[config.mk]
export PLATFORM = sky130hd
export DESIGN_NAME = counter_timer_n
export DESIGN_NICKNAME = d
export VERILOG_FILES = /design/src/rtl/counter_timer_n.sv
export SDC_FILE = /design/constraint.sdc
export NUM_CORES = 1
export LEC_CHECK = 0
export CORE_AREA = 4 4 157 159
export CTS_CLUSTER_SIZE = 8
export DETAILED_ROUTE_END_ITERATION = 10
export DIE_AREA = 0 0 161 163
export GPL_TIMING_DRIVEN = 0
export PLACE_DENSITY = 0.85
export SLEW_MARGIN = 10
export SYNTH_ARGS = -nofsm -noshare
export SYNTH_HDL_FRONTEND = slang
export SYNTH_SLANG_ARGS = --single-unit
[constraint.sdc]
create_clock -name clk -period 7.8 [get_ports clk]
set_input_delay 0.78 -clock clk [delete_from_list [all_inputs] [get_ports clk]]
set_output_delay 0.78 -clock clk [all_outputs]
set_load 0.05 [all_outputs]
[src/rtl/counter_timer_n.sv]
// N-channel down-counter/timer with per-channel tick enables, four counting modes,
// sticky write-1-to-clear status flags and a maskable, registered interrupt.
module counter_timer_n #(
    parameter int NCH   = 3,
    parameter int WIDTH = 32
) (
    input  logic              clk,
    input  logic              rst,
    input  logic [NCH-1:0]    tick,
    input  logic              counter_we,
    input  logic [3:0]        counter_ch,
    input  logic [31:0]       counter_val,
    input  logic [2:0]        counter_rd_ch,
    output logic [31:0]       counter_out,
    output logic [NCH-1:0]    counter_OUT,
    output logic [NCH-1:0]    counter_sts,
    output logic              irq
);
    typedef enum logic [1:0] {
        MODE_ONESHOT = 2'b00,
        MODE_RATE    = 2'b01,
        MODE_SQUARE  = 2'b10,
        MODE_FREE    = 2'b11
    } mode_t;

    localparam logic [3:0]       ADDR_CLR  = 4'hE;
    localparam logic [3:0]       ADDR_CTRL = 4'hF;
    localparam logic [WIDTH-1:0] ONE       = 1;

    logic [NCH-1:0][WIDTH-1:0] cnt_all;
    logic [NCH-1:0]            ie_all;
    logic                      ctrl_wr;
    logic                      clr_wr;
    logic                      irq_reg;

    assign ctrl_wr = counter_we && (counter_ch == ADDR_CTRL);
    assign clr_wr  = counter_we && (counter_ch == ADDR_CLR);

    for (genvar gi = 0; gi < NCH; gi++) begin : g_ch
        logic [WIDTH-1:0] cnt_reg, cnt_next;
        logic [WIDTH-1:0] load_reg, load_next;
        logic [3:0]       ctrl_reg, ctrl_next;
        logic             out_reg, out_next;
        logic             run_reg, run_next;
        logic             sts_reg, sts_next;
        logic             load_wr, advance, te;
        mode_t            mode, new_mode;

        assign load_wr  = counter_we && (counter_ch == 4'(gi));
        assign mode     = mode_t'(ctrl_reg[1:0]);
        assign new_mode = mode_t'(counter_val[4*gi +: 2]);
        // A load write in the same cycle swallows the tick.
        assign advance  = tick[gi] && ctrl_reg[2] && run_reg && !load_wr;
        assign te       = advance && (cnt_reg == '0);

        always_comb begin
            cnt_next  = cnt_reg;
            load_next = load_reg;
            ctrl_next = ctrl_reg;
            out_next  = out_reg;
            run_next  = run_reg;
            sts_next  = sts_reg;
            if (mode == MODE_RATE || mode == MODE_FREE) begin
                out_next = 1'b0;
            end
            if (load_wr) begin
                load_next = counter_val[WIDTH-1:0];
                cnt_next  = counter_val[WIDTH-1:0];
                out_next  = 1'b0;
                run_next  = 1'b1;
            end else if (advance) begin
                case (mode)
                    MODE_ONESHOT: begin
                        if (te) begin
                            out_next = 1'b1;
                            run_next = 1'b0;
                        end else begin
                            cnt_next = cnt_reg - ONE;
                        end
                    end
                    MODE_RATE: begin
                        if (te) begin
                            cnt_next = load_reg;
                            out_next = 1'b1;
                        end else begin
                            cnt_next = cnt_reg - ONE;
                        end
                    end
                    MODE_SQUARE: begin
                        if (te) begin
                            cnt_next = load_reg >> 1;
                            out_next = !out_reg;
                        end else begin
                            cnt_next = cnt_reg - ONE;
                        end
                    end
                    MODE_FREE: begin
                        cnt_next = cnt_reg - ONE;
                        if (te) begin
                            out_next = 1'b1;
                        end
                    end
                endcase
            end
            if (ctrl_wr) begin
                ctrl_next = counter_val[4*gi +: 4];
                if (new_mode != mode) begin
                    out_next = 1'b0;
                end
                if (new_mode == MODE_FREE) begin
                    run_next = 1'b1;
                end
            end
            if (clr_wr && counter_val[gi]) begin
                sts_next = 1'b0;
            end
            // Square wave flags only the rising half; set beats a coincident clear.
            if (te && (mode != MODE_SQUARE || !out_reg)) begin
                sts_next = 1'b1;
            end
        end

        always_ff @(posedge clk or negedge rst) begin
            if (!rst) begin
                cnt_reg  <= '0;
                load_reg <= '0;
                ctrl_reg <= '0;
                out_reg  <= 1'b0;
                run_reg  <= 1'b0;
                sts_reg  <= 1'b0;
            end else begin
                cnt_reg  <= cnt_next;
                load_reg <= load_next;
                ctrl_reg <= ctrl_next;
                out_reg  <= out_next;
                run_reg  <= run_next;
                sts_reg  <= sts_next;
            end
        end

        assign cnt_all[gi]     = cnt_reg;
        assign ie_all[gi]      = ctrl_reg[3];
        assign counter_OUT[gi] = out_reg;
        assign counter_sts[gi] = sts_reg;
    end

    always_ff @(posedge clk or negedge rst) begin
        if (!rst) begin
            irq_reg <= 1'b0;
        end else begin
            irq_reg <= |(counter_sts & ie_all);
        end
    end

    assign irq = irq_reg;

    always_comb begin
        counter_out = '0;
        for (int i = 0; i < NCH; i++) begin
            if (counter_rd_ch == 3'(i)) begin
                counter_out = 32'(cnt_all[i]);
            end
        end
    end
endmodule

# ---- Word level (Yosys, flattened, before mapping)
# Cells that the tools add are included.
dict set report totals {
  register_bits 214
  latchBits 0
  mem_bits_rw 0
  rom_bits 0
  input_bits 45
  out_inout_bits 39
  elab_cells 175
  n_memories 0
}
dict set report classes {
  n_addsub 3
  n_mul 0
  n_div 0
  n_lt_le_gt_ge 0
  eq_ne 27
  shift 0
  mux 69
  bitwise_logic 1
  n_reduce_logical 56
}
# cell count
set ops {}
lappend ops {{two-way mux 32 bit} 18}
lappend ops {{case mux 32 bit (4 select lines)} 3}
lappend ops {{zero test 32 bit} 3}
lappend ops {{subtractor 32 x 1 -> 32 bit, second input constant} 3}
lappend ops {{two-way mux 1 bit} 45}
lappend ops {{logical AND 1 bit} 23}
lappend ops {{equality test 2 bit, second input constant} 9}
lappend ops {{nonzero test 2 bit} 6}
lappend ops {{OR reduction 3 bit} 4}
lappend ops {{inequality test 3 bit, second input constant} 3}
lappend ops {{equality test 4 bit, second input constant} 2}
lappend ops {{equality test 2 x 1 -> 1 bit, second input constant} 3}
lappend ops {{zero test 1 bit} 6}
lappend ops {{zero test 2 bit} 3}
lappend ops {{logical OR 1 bit} 6}
lappend ops {{inequality test 2 bit} 3}
lappend ops {{inequality test 2 bit, second input constant} 3}
lappend ops {{case mux 1 bit (2 select lines)} 3}
lappend ops {{AND reduction 2 bit} 3}
lappend ops {{equality test 4 x 1 -> 1 bit, second input constant} 1}
lappend ops {{equality test 4 x 2 -> 1 bit, second input constant} 1}
lappend ops {{zero test 4 bit} 1}
lappend ops {{AND 3 bit} 1}
lappend ops {{equality test 3 x 1 -> 1 bit, second input constant} 1}
lappend ops {{other kinds (2)} 2}

# ---- Depth between registers and ports, before layout
dict set report logic_depth {
  word_depth 11
  ltp_mapped 12
  mapped_depth_nobuf 9
}

# ---- Least setup slack after synthesis
# OpenSTA, ideal clock, no wires.
dict set report synth_path {
  path_type {input port to output port}
  from {input counter_rd_ch[1]}
  to {output counter_out[7]}
  arrival_ns 2.440
  required_ns 7.020
  path_slack_ns 4.580
  path_stages 6
  path_buffers 2
  path_cell_list {clkbuf_1 -> clkbuf_1 -> mux2i_1 -> nor2_1 -> a21oi_1 -> nor2_1}
}
dict set report synth_between {
  elab_chain_cells 4
  elab_cells_between_ends 6
}
# item line
set synth_lines {}
lappend synth_lines {{start: declaration} 13} ;# input logic [2:0] counter_rd_ch,
lappend synth_lines {{zero test 3 bit} 160} ;# if (counter_rd_ch == 3'(i)) begin
lappend synth_lines {{two-way mux 32 bit (2 in a row)} 160}
lappend synth_lines {{two-way mux 32 bit (*)} 160}
lappend synth_lines {{end: declaration} 14} ;# output logic [31:0] counter_out,
# Mark *: on every way between the ends. The rest lies on a longest branch, timed or not.

# ---- Final worst setup path
dict set report layout_path {
  from {input counter_rd_ch[1]}
  to {output counter_out[12]}
}
# The elaborated chain is that of the path after synthesis.

==> results.md <==
- Gr ovfl total: 0
- Post-route ant nets: 0
- Via density: 6.927
- Hold violation count in the final report: 0
- ANT cells: 0
- Clock transition at path regs: 0.05 ns
- DR WL/cell: 24.95 um
- Most used DFF post-synth: dfrtp_1
- Mapped cell area: 0.01384 mm^2
- Min setup slack post-route: 3.612 ns
- Max rail drop VDD: 0.1870 mV
- Hold Buf Count CTS: 0
- Leakage: 6.571 nW
- Vias in the first global route: 14450
- Initial Util: 0.5948
- Number of synthesized register bits: 214
- Fin Setup TNS: 0 ns
- CP Cell Sequence: clkbuf_1, clkbuf_1, mux2i_1, nor2_1, a21oi_1, nor2_1, clkdlybuf4s50_1
- Actual slew at the worst max-slew pin: 1.265 ns
- Switching Fraction: 0.4245
- Switch Pwr: 2.025 mW
- Warnings from Yosys: 0
- Clock tree buffer depth: 3
- Nets: 1932
- Most common cell after layout, fill and taps aside: nand2_1
- Post-DP HPWL: 39750 um
- Clk sinks: 214
- Slew Limit Fails: 0
- Layout cell share with drive strength beyond 1: 0.05235
- Largest net degree at the start of global routing: 88
- Die ar.: 0.02624 mm^2
- Final period utilization: 0.5369
- Drt drc: 0
- Number of max-cap violations: 0
- All-Layer GR Usage: 0.4067
- CP Max Fanout: 10
- Power Density: 300.8 mW/mm^2
- Die H: 163 um
- CORE AREA: 0.02326 mm^2
- Number of setup buffers added after CTS: 0
- Worst path max stage delay: 0.71 ns
- PortBufs: 78
- Skew final: 0.01385 ns
- WL final: 54660 um
- # resized after CTS: 0
- Clk_lat worst skew: 0.57 ns
- CTS tree: built
- Initial antenna violation count: 0
- Most frequent cells in the layout: nand2_1, dfrtp_1, nor2_1
- Reg power frac: 0.389
- Fill cells: 1989
- First-pass GRT wire length: 83230 um
- DP Worst Slack: 3.540 ns
- Yosys cell types: 81
- Avg Inst Size Synth: 7.862 um^2
- Vias: 15180
- H-Tree Depth: 1
- RePlAce Congestion: 1.089
- CP Class: in2out
- Top-area cell type share of the netlist area: 0.3870
- Status: finished, final reports clean
- Clock power frac: 0.243
- DIE WIDTH: 161 um
- RSZ-0062 raised after global routing: false
- CTS root buffer: clkbuf_16
- Initial drt markers: 2403
- Req. time, crit path: 7.02 ns
- Post-route minimum period: 4.188 ns
- Int Power: 2.745 mW
- CTS Buf Count: 30
- Critical path arrival: 3.41 ns
- Area grow syn2layout: 14.60%
- Synth Instances: 1760
- Part of the Yosys area used for sequential elements: 0.3870
- Post-synth top area cell: dfrtp_1
- CP max stage cell: clkdlybuf4s50_1
- Peak Freq: 0.2388 GHz
- Comb power frac: 0.368
- Slew HR: 0.1564
- # IOs: 84
- Syn nets: 1820
- Core Rows: 56
- Top cells by area, synth: dfrtp_1, nand2_1, o21ai_0, nor2_1, clkbuf_1
- Critical Path Source Type: input pin
- Pre-Repair DR Iteration Count: 6
- Min-Delay Path Class: in2async
- EDFF count, synth: 0
- Asr flop ratio synth: 1.000
- Critical Path Sink Type: output port
- Setup Viol. Count Final: 0
## power by group through the flow
stage	registers [mW]	clock network, mW	logic, mW
floorplan	1.67	0	1.22
global placement	1.83	0	1.64
detailed placement	1.83	0	1.69
CTS	1.82	1.16	1.70
global route	1.87	1.20	1.90
finish	1.86	1.16	1.75
## synthesized netlist by cell type, drive strengths merged, types with 16 or more instances
| cell | instances |
|---|---|
| dfrtp | 214 |
| xor2 | 18 |
| o22ai | 22 |
| nand2 | 379 |
| buf | 28 |
| o211ai | 16 |
| o31ai | 50 |
| inv | 28 |
| nor2 | 151 |
| or3 | 17 |
| a31oi | 45 |
| a21oi | 81 |
| o21ai | 152 |
| nor3 | 51 |
| mux2i | 32 |
| a22oi | 32 |
| nor4 | 30 |
| nand3 | 53 |
| clkbuf | 113 |
| xnor2 | 25 |
## metrics by stage
step	cells	power, mW	hold slack (ns)	utilization	cell area (um^2)
2_1_floorplan	1760	2.888	0.4417	-	13840
3_3_place_gp	2157	3.466	0.4677	0.6455	15020
3_5_place_dp	2159	3.521	0.4764	0.6481	15080
4_1_cts	2191	4.680	0.1928	0.6817	15860
5_1_grt	2191	4.973	0.2250	0.6817	15860
6_report	2191	4.770	0.1816	0.6817	15860
## final cells by class
class | count | area [um^2] | share of cell area
sequential | 214 | 5355 | 0.3377
clock buffer | 31 | 764.5 | 0.04821
clock inverter | 1 | 16.27 | 0.001026
buffer | 141 | 573.1 | 0.03614
multi-input combinational | 1377 | 7804 | 0.4921
tap | 319 | 399.1 | 0.02517
timing repair buffer | 80 | 840.8 | 0.05302
inverter | 28 | 105.1 | 0.006628
## worst paths after layout
kind / start / to / slack [ns] / depth (start not counted)
setup / recovery: counter_rd_ch[1] / counter_out[12] / 3.61 / 7
hold / removal: rst / g_ch[2].load_reg[27] / 0.18 / 1
setup reg to reg: g_ch[1].cnt_reg[0] / g_ch[1].cnt_reg[25] / 4.11 / 11
hold reg to reg: g_ch[1].load_reg[3] / g_ch[1].load_reg[3] / 0.49 / 2
max in group asynchronous: rst / g_ch[0].ctrl_reg[3] / 6.75 / 2
min in group clk: g_ch[1].load_reg[3] / g_ch[1].load_reg[3] / 0.49 / 2
## per-layer routing
layer  vias to the layer above  global-route usage  routed length, um
met5                         -                   0                  0
met4                         0              0.2284               3753
li1                       6560                   -                  -
met3                       266              0.1002               7624
met1                      7098              0.5606              20750
met2                      1253              0.5886              22530
## kinds of logic after synthesis
family	count (synthesis)	synth area share
buf+inv	169	0.04901
mux	44	0.03291
compound gates	507	0.2372
fa+ha+maj	15	0.01356
simple gates	768	0.2531
flops	214	0.3870
xor+xnor	43	0.02722
## critical path, delay by kind of cell
family          cells  cell delay, ns
mux                 1            0.38
simple gates        2            0.14
buf+inv             3            1.87
compound gates      1            0.22
Note: power is estimated with default switching activity, not from simulation.
